[config.mk]
export PLATFORM = sky130hd
export DESIGN_NAME = pc_fetch_ctrl
export DESIGN_NICKNAME = d
export VERILOG_FILES = /design/src/rtl/pc_fetch_ctrl.sv
export SDC_FILE = /design/constraint.sdc
export NUM_CORES = 1
export LEC_CHECK = 0
export ABC_AREA = 1
export ABC_CLOCK_PERIOD_IN_PS = 1400
export BUFFER_PORTS_ARGS = -buffer_cell sky130_fd_sc_hd__buf_4
export CAP_MARGIN = 5
export CORE_MARGIN = 2
export CORE_UTILIZATION = 44
export CTS_BUF_LIST = sky130_fd_sc_hd__clkbuf_4 sky130_fd_sc_hd__clkbuf_8
export DETAILED_ROUTE_END_ITERATION = 12
export HOLD_SLACK_MARGIN = 0.08
export PLACE_DENSITY = 0.78
export SKIP_LAST_GASP = 1
export SLEW_MARGIN = 20
export SYNTH_ARGS = -nofsm -noshare
export SYNTH_HDL_FRONTEND = slang
export SYNTH_SLANG_ARGS = --single-unit
[constraint.sdc]
create_clock -name CLK -period 1.4 [get_ports CLK]
set_input_delay 0.14 -clock CLK [delete_from_list [all_inputs] [get_ports CLK]]
set_output_delay 0.14 -clock CLK [all_outputs]
set_load 0.02 [all_outputs]
[src/rtl/pc_fetch_ctrl.sv]
// Fetch sequencer for the single-cycle RV32I core: owns the PC, steers the
// next-PC mux and sequences one instruction at a time from instruction memory.
module pc_fetch_ctrl #(
  parameter logic [31:0] RESET_VECTOR = 32'h0000_0000
) (
  input  logic        CLK,
  input  logic        RST,
  output logic        IMEM_Req,
  output logic [31:0] IMEM_Addr,
  input  logic        IMEM_Valid,
  input  logic [31:0] IMEM_Data,
  output logic [31:0] Instr,
  output logic        Instr_Valid,
  input  logic        Exec_Done,
  input  logic        Branch_Taken,
  output logic        PC_Sel,
  output logic [31:0] PC_4,
  input  logic [31:0] PC_IN,
  output logic [31:0] PC,
  input  logic        Halt,
  output logic        Fault,
  output logic [31:0] Instret,
  output logic [2:0]  fsm_state
);

  // Memory handshake: IMEM_Req stays high for every FETCH cycle and the word on
  // IMEM_Data is accepted in the first cycle IMEM_Valid is seen with IMEM_Req
  // high; IMEM_Valid outside FETCH carries no meaning and is ignored.
  typedef enum logic [2:0] {
    ST_BOOT   = 3'd0,
    ST_FETCH  = 3'd1,
    ST_EXEC   = 3'd2,
    ST_HALTED = 3'd3,
    ST_FAULT  = 3'd4
  } state_t;

  localparam logic [31:0] NOP = 32'h0000_0013;

  state_t      state;
  state_t      state_next;
  logic [31:0] pc_q;
  logic [31:0] instr_q;
  logic [31:0] instret_q;
  logic        misaligned;
  logic        retire;

  assign misaligned = (PC_IN[1:0] != 2'b00);
  assign retire     = (state == ST_EXEC) && Exec_Done && !misaligned;

  always_ff @(posedge CLK) begin
    if (RST) begin
      state <= ST_BOOT;
    end else begin
      state <= state_next;
    end
  end

  always_comb begin
    state_next = state;
    case (state)
      ST_BOOT:   state_next = Halt ? ST_HALTED : ST_FETCH;
      ST_FETCH:  if (IMEM_Valid) state_next = ST_EXEC;
      ST_EXEC: begin
        if (Exec_Done) begin
          if (misaligned) state_next = ST_FAULT;
          else            state_next = Halt ? ST_HALTED : ST_FETCH;
        end
      end
      ST_HALTED: if (!Halt) state_next = ST_FETCH;
      ST_FAULT:  state_next = ST_FAULT;
      default:   state_next = ST_BOOT;
    endcase
  end

  always_comb begin
    IMEM_Req    = 1'b0;
    Instr_Valid = 1'b0;
    Fault       = 1'b0;
    PC_Sel      = 1'b0;
    case (state)
      ST_FETCH: IMEM_Req = 1'b1;
      ST_EXEC: begin
        Instr_Valid = 1'b1;
        PC_Sel      = Branch_Taken;
      end
      ST_FAULT: Fault = 1'b1;
      default: ;
    endcase
  end

  // A misaligned target never touches PC or Instret; the core parks in FAULT.
  always_ff @(posedge CLK) begin
    if (RST) begin
      pc_q      <= RESET_VECTOR;
      instr_q   <= NOP;
      instret_q <= 32'd0;
    end else begin
      if ((state == ST_FETCH) && IMEM_Valid) instr_q <= IMEM_Data;
      if (retire) begin
        pc_q      <= PC_IN;
        instret_q <= instret_q + 32'd1;
      end
    end
  end

  assign PC        = pc_q;
  assign IMEM_Addr = pc_q;
  assign PC_4      = pc_q + 32'd4;
  assign Instr     = instr_q;
  assign Instret   = instret_q;
  assign fsm_state = state;

endmodule
==> impl_metrics.csv, run 1 <==
group,metric,value,unit
sta,max_slew_margin,67.8,%
yosys,yosysSeqAreaShare,38.2,%
worst_setup_path,worstPathCellList,"nand2_1 -> nor2_2 -> nand2_2 -> buf_6 -> nor3_4 -> xor2_2 -> buf_4",
power_and_ir_drop,p_total,8760,uW
detailed_routing,drtAntennaViolNets,0,
clocking,cts_sinks,99,
hold_path,min_path_type,"primary input to flop",
grt,grt_pass1_vias,6982,
clocking,worstSkewPairLatency,0.38,ns
yosys,yosysTopAreaCellShare,38.2,%
clocking,ctsLongestPathBuffers,2,
yosys,ys_warn_count,0,
grt,overflow,0,
detailed_routing,wl_met3,3490,microns
detailed_routing,met2_length,14900,microns
sta,drv_slew,0,
sta,finalCritPeriodShare,159,%
yosys,yosysTopAreaCell,"dfxtp_1",
outcome,status,"complete, but fails checks",
detailed_routing,via_per_inst,5.94,
detailed_routing,wl_met1,9770,microns
sta,fin_skew,0.0157,ns
final_layout,layout-drive-gt1-share,57.9,%
clocking,htree_num_levels,3,
sta,max_freq,449,MHz
power_and_ir_drop,max-vdd-ir-drop,0.000910,V
worst_setup_path,end_kind,"primary output",
final_layout,syn2layout_area_growth,103,%
placement,dp_hpwl,13900,microns
yosys,ys_seq_elements,99,
die,die_x,113,microns
final_layout,n_fill_cell,424,
worst_setup_path,worst-setup-path-type,"flop to primary output",
detailed_routing,wl_per_cell,23.4,microns
placement,port_buffers,236,
die,start_util,45.3,%
worst_setup_path,cp_top_family,"simple AND/OR/NAND/NOR gates",
worst_setup_path,cp.required,1.26,ns
worst_setup_path,setup.worst_path.start_class,"flop",
die,io_pins,237,
final_layout,final_common_cell,"buf_4",
outcome,violations,"setup timing",
worst_setup_path,path_buf_inv,2,
run,drv_cap,0,
yosys,avgSynthCellArea,6.90,sq um
power_and_ir_drop,p_per_area,830,nW/um^2
grt,antenna_found_initial,1,
final_layout,multiInputGateArea,3660,sq um
placement,dpl_cell_area,8100,sq um
worst_setup_path,slowest_delay,0.43,ns
worst_setup_path,path_max_fanout,5,
yosys,synth_cell_types,33,
final_layout,finish.instance_area,10600,sq um
sta,setup_slack,-0.826,ns
die,rows,39,
detailed_routing,dr.pass1.iters,5,
grt,grt_max_degree,38,
die,die_h,113,microns
sta,hold_viol,0,
detailed_routing,drc,0,
detailed_routing,drt-total-wl,31100,microns
sta,rsz0062_at_grt,"yes",
die,coreArea,11500,sq um
detailed_routing,top_layer_used,"met4",
yosys,synth_area,5190,sq um
die,die-area,12700,sq um
grt,grt_pass1_wl,35100,microns
detailed_routing,vias,7901,
clocking,cts_root_buf,"clkbuf_8",
worst_setup_path,arrival,2.09,ns
final_layout,final-seq-area,2080,sq um
final_layout,final_cell_mix,"buf_4 (353), nand2_1 (156), nor2_1 (62)",
yosys,synthesis.nets,824,
detailed_routing,drtIter0Drc,824,
clocking,tritoncts,"built",
grt,grt_usage,34.6,%
placement,gp_congestion,0.984,
sta,worst_pin_slew,0.483,ns
power_and_ir_drop,leakage,0.00485,uW
yosys,synth_cells,752,
yosys,synthTopCellsByArea,"dfxtp_1 (38%), nand2_1 (14%), a21oi_1 (6.8%), nor2_1 (6.4%), buf_4 (5.1%)",
worst_setup_path,cpMaxStageDelayCell,"dfxtp_4",
sta,period_needed,2.23,ns
clocking,cts_buffers,9,
final_layout,fin_nets,1253,
sta,setup_violations,120,
clocking,clkTransAtPathRegs,0.12,ns
cells in the mapped netlist, drive strengths merged:
| cell type | count |
|---|---|
| a21oi | 71 |
| a31oi | 3 |
| and2 | 1 |
| and3 | 2 |
| buf | 52 |
| clkbuf | 9 |
| dfxtp | 99 |
| ha | 2 |
| inv | 65 |
| nand2 | 198 |
| nand3 | 40 |
| nand4 | 21 |
| nor2 | 103 |
| nor3 | 23 |
| nor3b | 4 |
| nor4 | 2 |
| o21ai | 25 |
| o22ai | 1 |
| o31ai | 1 |
| xnor2 | 5 |
| xor2 | 25 |
per-stage QoR:
stage / util (%) / setup WS [ns] / hold slack [ns] / setup TNS (ns) / instances
4_1_cts: 81.7 / -0.543 / 0.0837 / -12.55 / 1296
3_3_place_gp: 70.7 / -0.213 / 0.340 / -1.77 / 1203
2_1_floorplan: - / -0.131 / 0.253 / -0.943 / 752
5_1_grt: 92.0 / -0.849 / 0.121 / -30.33 / 1330
3_5_place_dp: 70.7 / -0.263 / 0.351 / -2.58 / 1203
6_report: 92.0 / -0.826 / 0.116 / -24.08 / 1330
what timing repair did:
| item | in CTS | in global routing |
|---|---|---|
| hold endpoints to repair | 59 | 1 |
| hold buffers | 59 | 1 |
| pin swaps | 35 | 77 |
| gates resized for setup | 98 | 220 |
| endpoints found under the setup margin | 52 | 90 |
| gates cloned | 0 | 7 |
| buffers inserted | 20 | 29 |
per-layer routing:
| metal | global-route usage [%] | up-vias |
|---|---|---|
| met5 | 0 | - |
| met4 | 17.7 | 0 |
| met3 | 8.05 | 279 |
| met2 | 63.1 | 756 |
| met1 | 37.0 | 3630 |
| li1 | - | 3236 |
flip-flops by register name (all words and copies together), names as in the netlist:
register and cells:
fsm_state 3, Instret 32, IMEM_Addr 32, Instr 32
cell families (layout without fill, tap and decap cells):
| group | Yosys count | count (layout) | share of synthesized area, % |
|---|---|---|---|
| fa+ha+maj | 2 | 2 | 0.482 |
| compound gates | 101 | 101 | 10.1 |
| flops | 99 | 99 | 38.2 |
| xor+xnor | 30 | 30 | 5.06 |
| simple gates | 394 | 394 | 33.9 |
| buf+inv | 126 | 560 | 12.2 |
| other cells | 0 | 1 | 0 |
tightest hold or removal path, cell delays in order:
cell and delay, ns:
buf_4 0.10, a31oi_1 0.10, a21oi_2 0.13
cell type report:
type	instances	share of cell area (%)
clock inverter	7	0.498
antenna	1	0.0237
timing repair buffer	479	39.7
inverter	65	2.52
multi-input combinational	527	34.7
tap	143	1.70
sequential	99	19.7
clock buffer	9	1.17
where the power goes:
| part | total [uW] | switching [uW] | internal (uW) |
|---|---|---|---|
| sequential | 3230 | 208 | 3020 |
| clock | 1850 | 1190 | 663 |
| combinational | 3680 | 1990 | 1690 |
path summary, 6_finish.rpt:
path | startpoint | endpoint | slack [ns] | depth (start not counted)
worst max register to register | fsm_state[1]$_SDFFE_PP0P_ | IMEM_Addr[15]$_SDFFE_PP0P_ | -0.36 | 8
worst min register to register | Instr[26]$_SDFFE_PP0P_ | Instr[26]$_SDFFE_PP0P_ | 0.48 | 2
worst min-delay path | Halt | fsm_state[1]$_SDFFE_PP0P_ | 0.12 | 3
worst max-delay path | IMEM_Addr[8]$_SDFFE_PP0P_ | PC_4[22] | -0.83 | 7
(Power assumes the default switching activity.)
==> run 2, diff against run 1 <==
- REMOVE_ABC_BUFFERS: default -> 1
==> impl_metrics.csv, run 2 (same netlist as run 1, synthesis figures left out) <==
group,metric,value,unit
clocking,cts_root_buf,"clkbuf_8",
die,die-area,12700,sq um
detailed_routing,drtIter0Drc,1098,
final_layout,antenna-diode-count,0,
final_layout,fin_nets,1253,
worst_setup_path,cp.required,1.26,ns
detailed_routing,dr.pass1.iters,6,
power_and_ir_drop,max-vdd-ir-drop,0.00113,V
clocking,tritoncts,"built",
clocking,htree_num_levels,3,
clocking,ctsLongestPathBuffers,2,
sta,tns,-31.31,ns
final_layout,syn2layout_area_growth,99.2,%
power_and_ir_drop,p_sw,3370,uW
placement,dpl_worst_slack,-0.274,ns
sta,fin_skew,0.0217,ns
hold_path,holdPathStages,3,
die,rows,39,
clocking,worstSkewPairLatency,0.42,ns
clocking,clkTransAtPathRegs,0.11,ns
grt,grt_max_degree,56,
final_layout,instances_no_fill,1329,
detailed_routing,wl_per_cell,23.3,microns
final_layout,multiInputGateArea,3470,sq um
sta,hold_slack,0.107,ns
worst_setup_path,setup.worst_path.start_class,"flop",
sta,hold_viol,0,
run,drv_cap,0,
grt,grt_pass1_wl,33500,microns
final_layout,finish.instance_area,10300,sq um
detailed_routing,drtAntennaViolNets,0,
placement,dp_cells,1201,
final_layout,layout-drive-gt1-share,54.8,%
detailed_routing,drt-total-wl,30900,microns
placement,gp_congestion,0.956,
grt,antenna_found_initial,0,
sta,finalCritPeriodShare,163,%
worst_setup_path,worst-r2r-cell-count,8,
detailed_routing,via_per_inst,5.95,
final_layout,final-seq-area,2050,sq um
final_layout,final_cell_mix,"buf_4 (349), nand2_1 (162), dfxtp_1 (66)",
sta,setup_slack,-0.875,ns
grt,grt_pass1_vias,6853,
power_and_ir_drop,p_per_area,856,nW/um^2
outcome,violations,"setup timing",
die,io_pins,237,
placement,dpl_cell_area,7780,sq um
die,start_util,45.3,%
worst_setup_path,end_kind,"primary output",
grt,overflow,0,
final_layout,n_fill_cell,411,
worst_setup_path,worst-setup-path-type,"flop to primary output",
die,die_x,113,microns
power_and_ir_drop,sequentialPowerShare,36.6,%
power_and_ir_drop,leakage,0.00469,uW
placement,port_buffers,236,
sta,max_freq,440,MHz
placement,dp_hpwl,13200,microns
sta,period_needed,2.28,ns
clocking,cts_buffers,9,
die,coreArea,11500,sq um
power_and_ir_drop,power.share.clock,23.9,%
sta,max_slew_margin,53.1,%
outcome,status,"complete, but fails checks",
sta,rsz0062_at_grt,"yes",
detailed_routing,drc,0,
power_and_ir_drop,netSwitchingFraction,38.1,%
final_layout,final_common_cell,"buf_4",
power_and_ir_drop,combPwrFrac,39.5,%
hold_path,min_path_type,"primary input to flop",
die,die_h,113,microns
sta,setup_violations,101,
grt,grt_usage,33.0,%
sta,worst_pin_slew,0.703,ns
worst_setup_path,arrival,2.14,ns
detailed_routing,vias,7909,
power_and_ir_drop,intPower,5470,uW
worst_setup_path,path_max_fanout,8,
sta,drv_slew,0,
clocking,cts_sinks,99,
run 2: changes by cell type in the layout (fill, tap and decap cells not counted), moves of 5 or more:
cell / delta
nand2_1: +6
xor2_1: +8
a21oi_1: +7
dfxtp_4: -9
xor2_2: -7
buf_6: +5
dfxtp_1: +6
nand2_4: -6
a21oi_2: -8
run 2: per-layer routing:
| layer | part of all wire (%) | GRT usage, % |
|---|---|---|
| met2 | 46 | 60.4 |
| met3 | 11 | 7.02 |
| met1 | 33 | 34.4 |
| met4 | 10 | 19.8 |
| met5 | 0 | 0 |
run 2: final cells by class:
cell class	count	area share, %
timing repair buffer	479	40.2
multi-input combinational	527	33.6
clock inverter	6	0.750
sequential	99	19.9
tap	143	1.73
clock buffer	10	1.27
inverter	65	2.58
run 2: through the flow:
| stage | power (uW) | util, % |
|---|---|---|
| after floorplan | 4340 | - |
| after global placement | 5540 | 67.9 |
| after detailed placement | 5580 | 67.9 |
| after CTS | 7870 | 79.8 |
| after global routing | 9050 | 90.1 |
| final | 8850 | 90.1 |
run 2: power groups by stage:
stage | Sequential (uW) | Combinational, uW | Clock, uW
floorplan | 3570 | 775 | 0
global placement | 3220 | 2320 | 0
detailed placement | 3230 | 2350 | 0
CTS | 3180 | 2650 | 2040
global route | 3240 | 3600 | 2200
finish | 3240 | 3500 | 2110
run 2: what timing repair did:
action                                 4_1_cts  5_1_grt
endpoints found under the hold margin       59        3
setup endpoints to repair                  105      111
gates cloned                                 0        6
hold buffers                                59        3
gates resized for setup                    123      229
setup buffers                               19       31
pin swaps                                   38       68
run 2: final timing paths:
path                                                 start                         end  slack (ns)
worst min-delay path                             Exec_Done   fsm_state[2]$_SDFFE_PP0P_        0.11
worst min register to register      Instr[16]$_SDFFE_PP0P_      Instr[16]$_SDFFE_PP0P_        0.47
worst max-delay path            IMEM_Addr[21]$_SDFFE_PP0P_                    PC_4[25]       -0.88
worst max register to register   fsm_state[1]$_SDFFE_PP0P_  IMEM_Addr[31]$_SDFFE_PP0P_       -0.38
run 2: worst max-delay path: stages, from the launching register on:
cell and delay, ns:
dfxtp_1 0.37, buf_4 0.19, nand4_1 0.21, nor3_4 0.25, nand4_1 0.29, xor2_1 0.24
buf_4 0.17
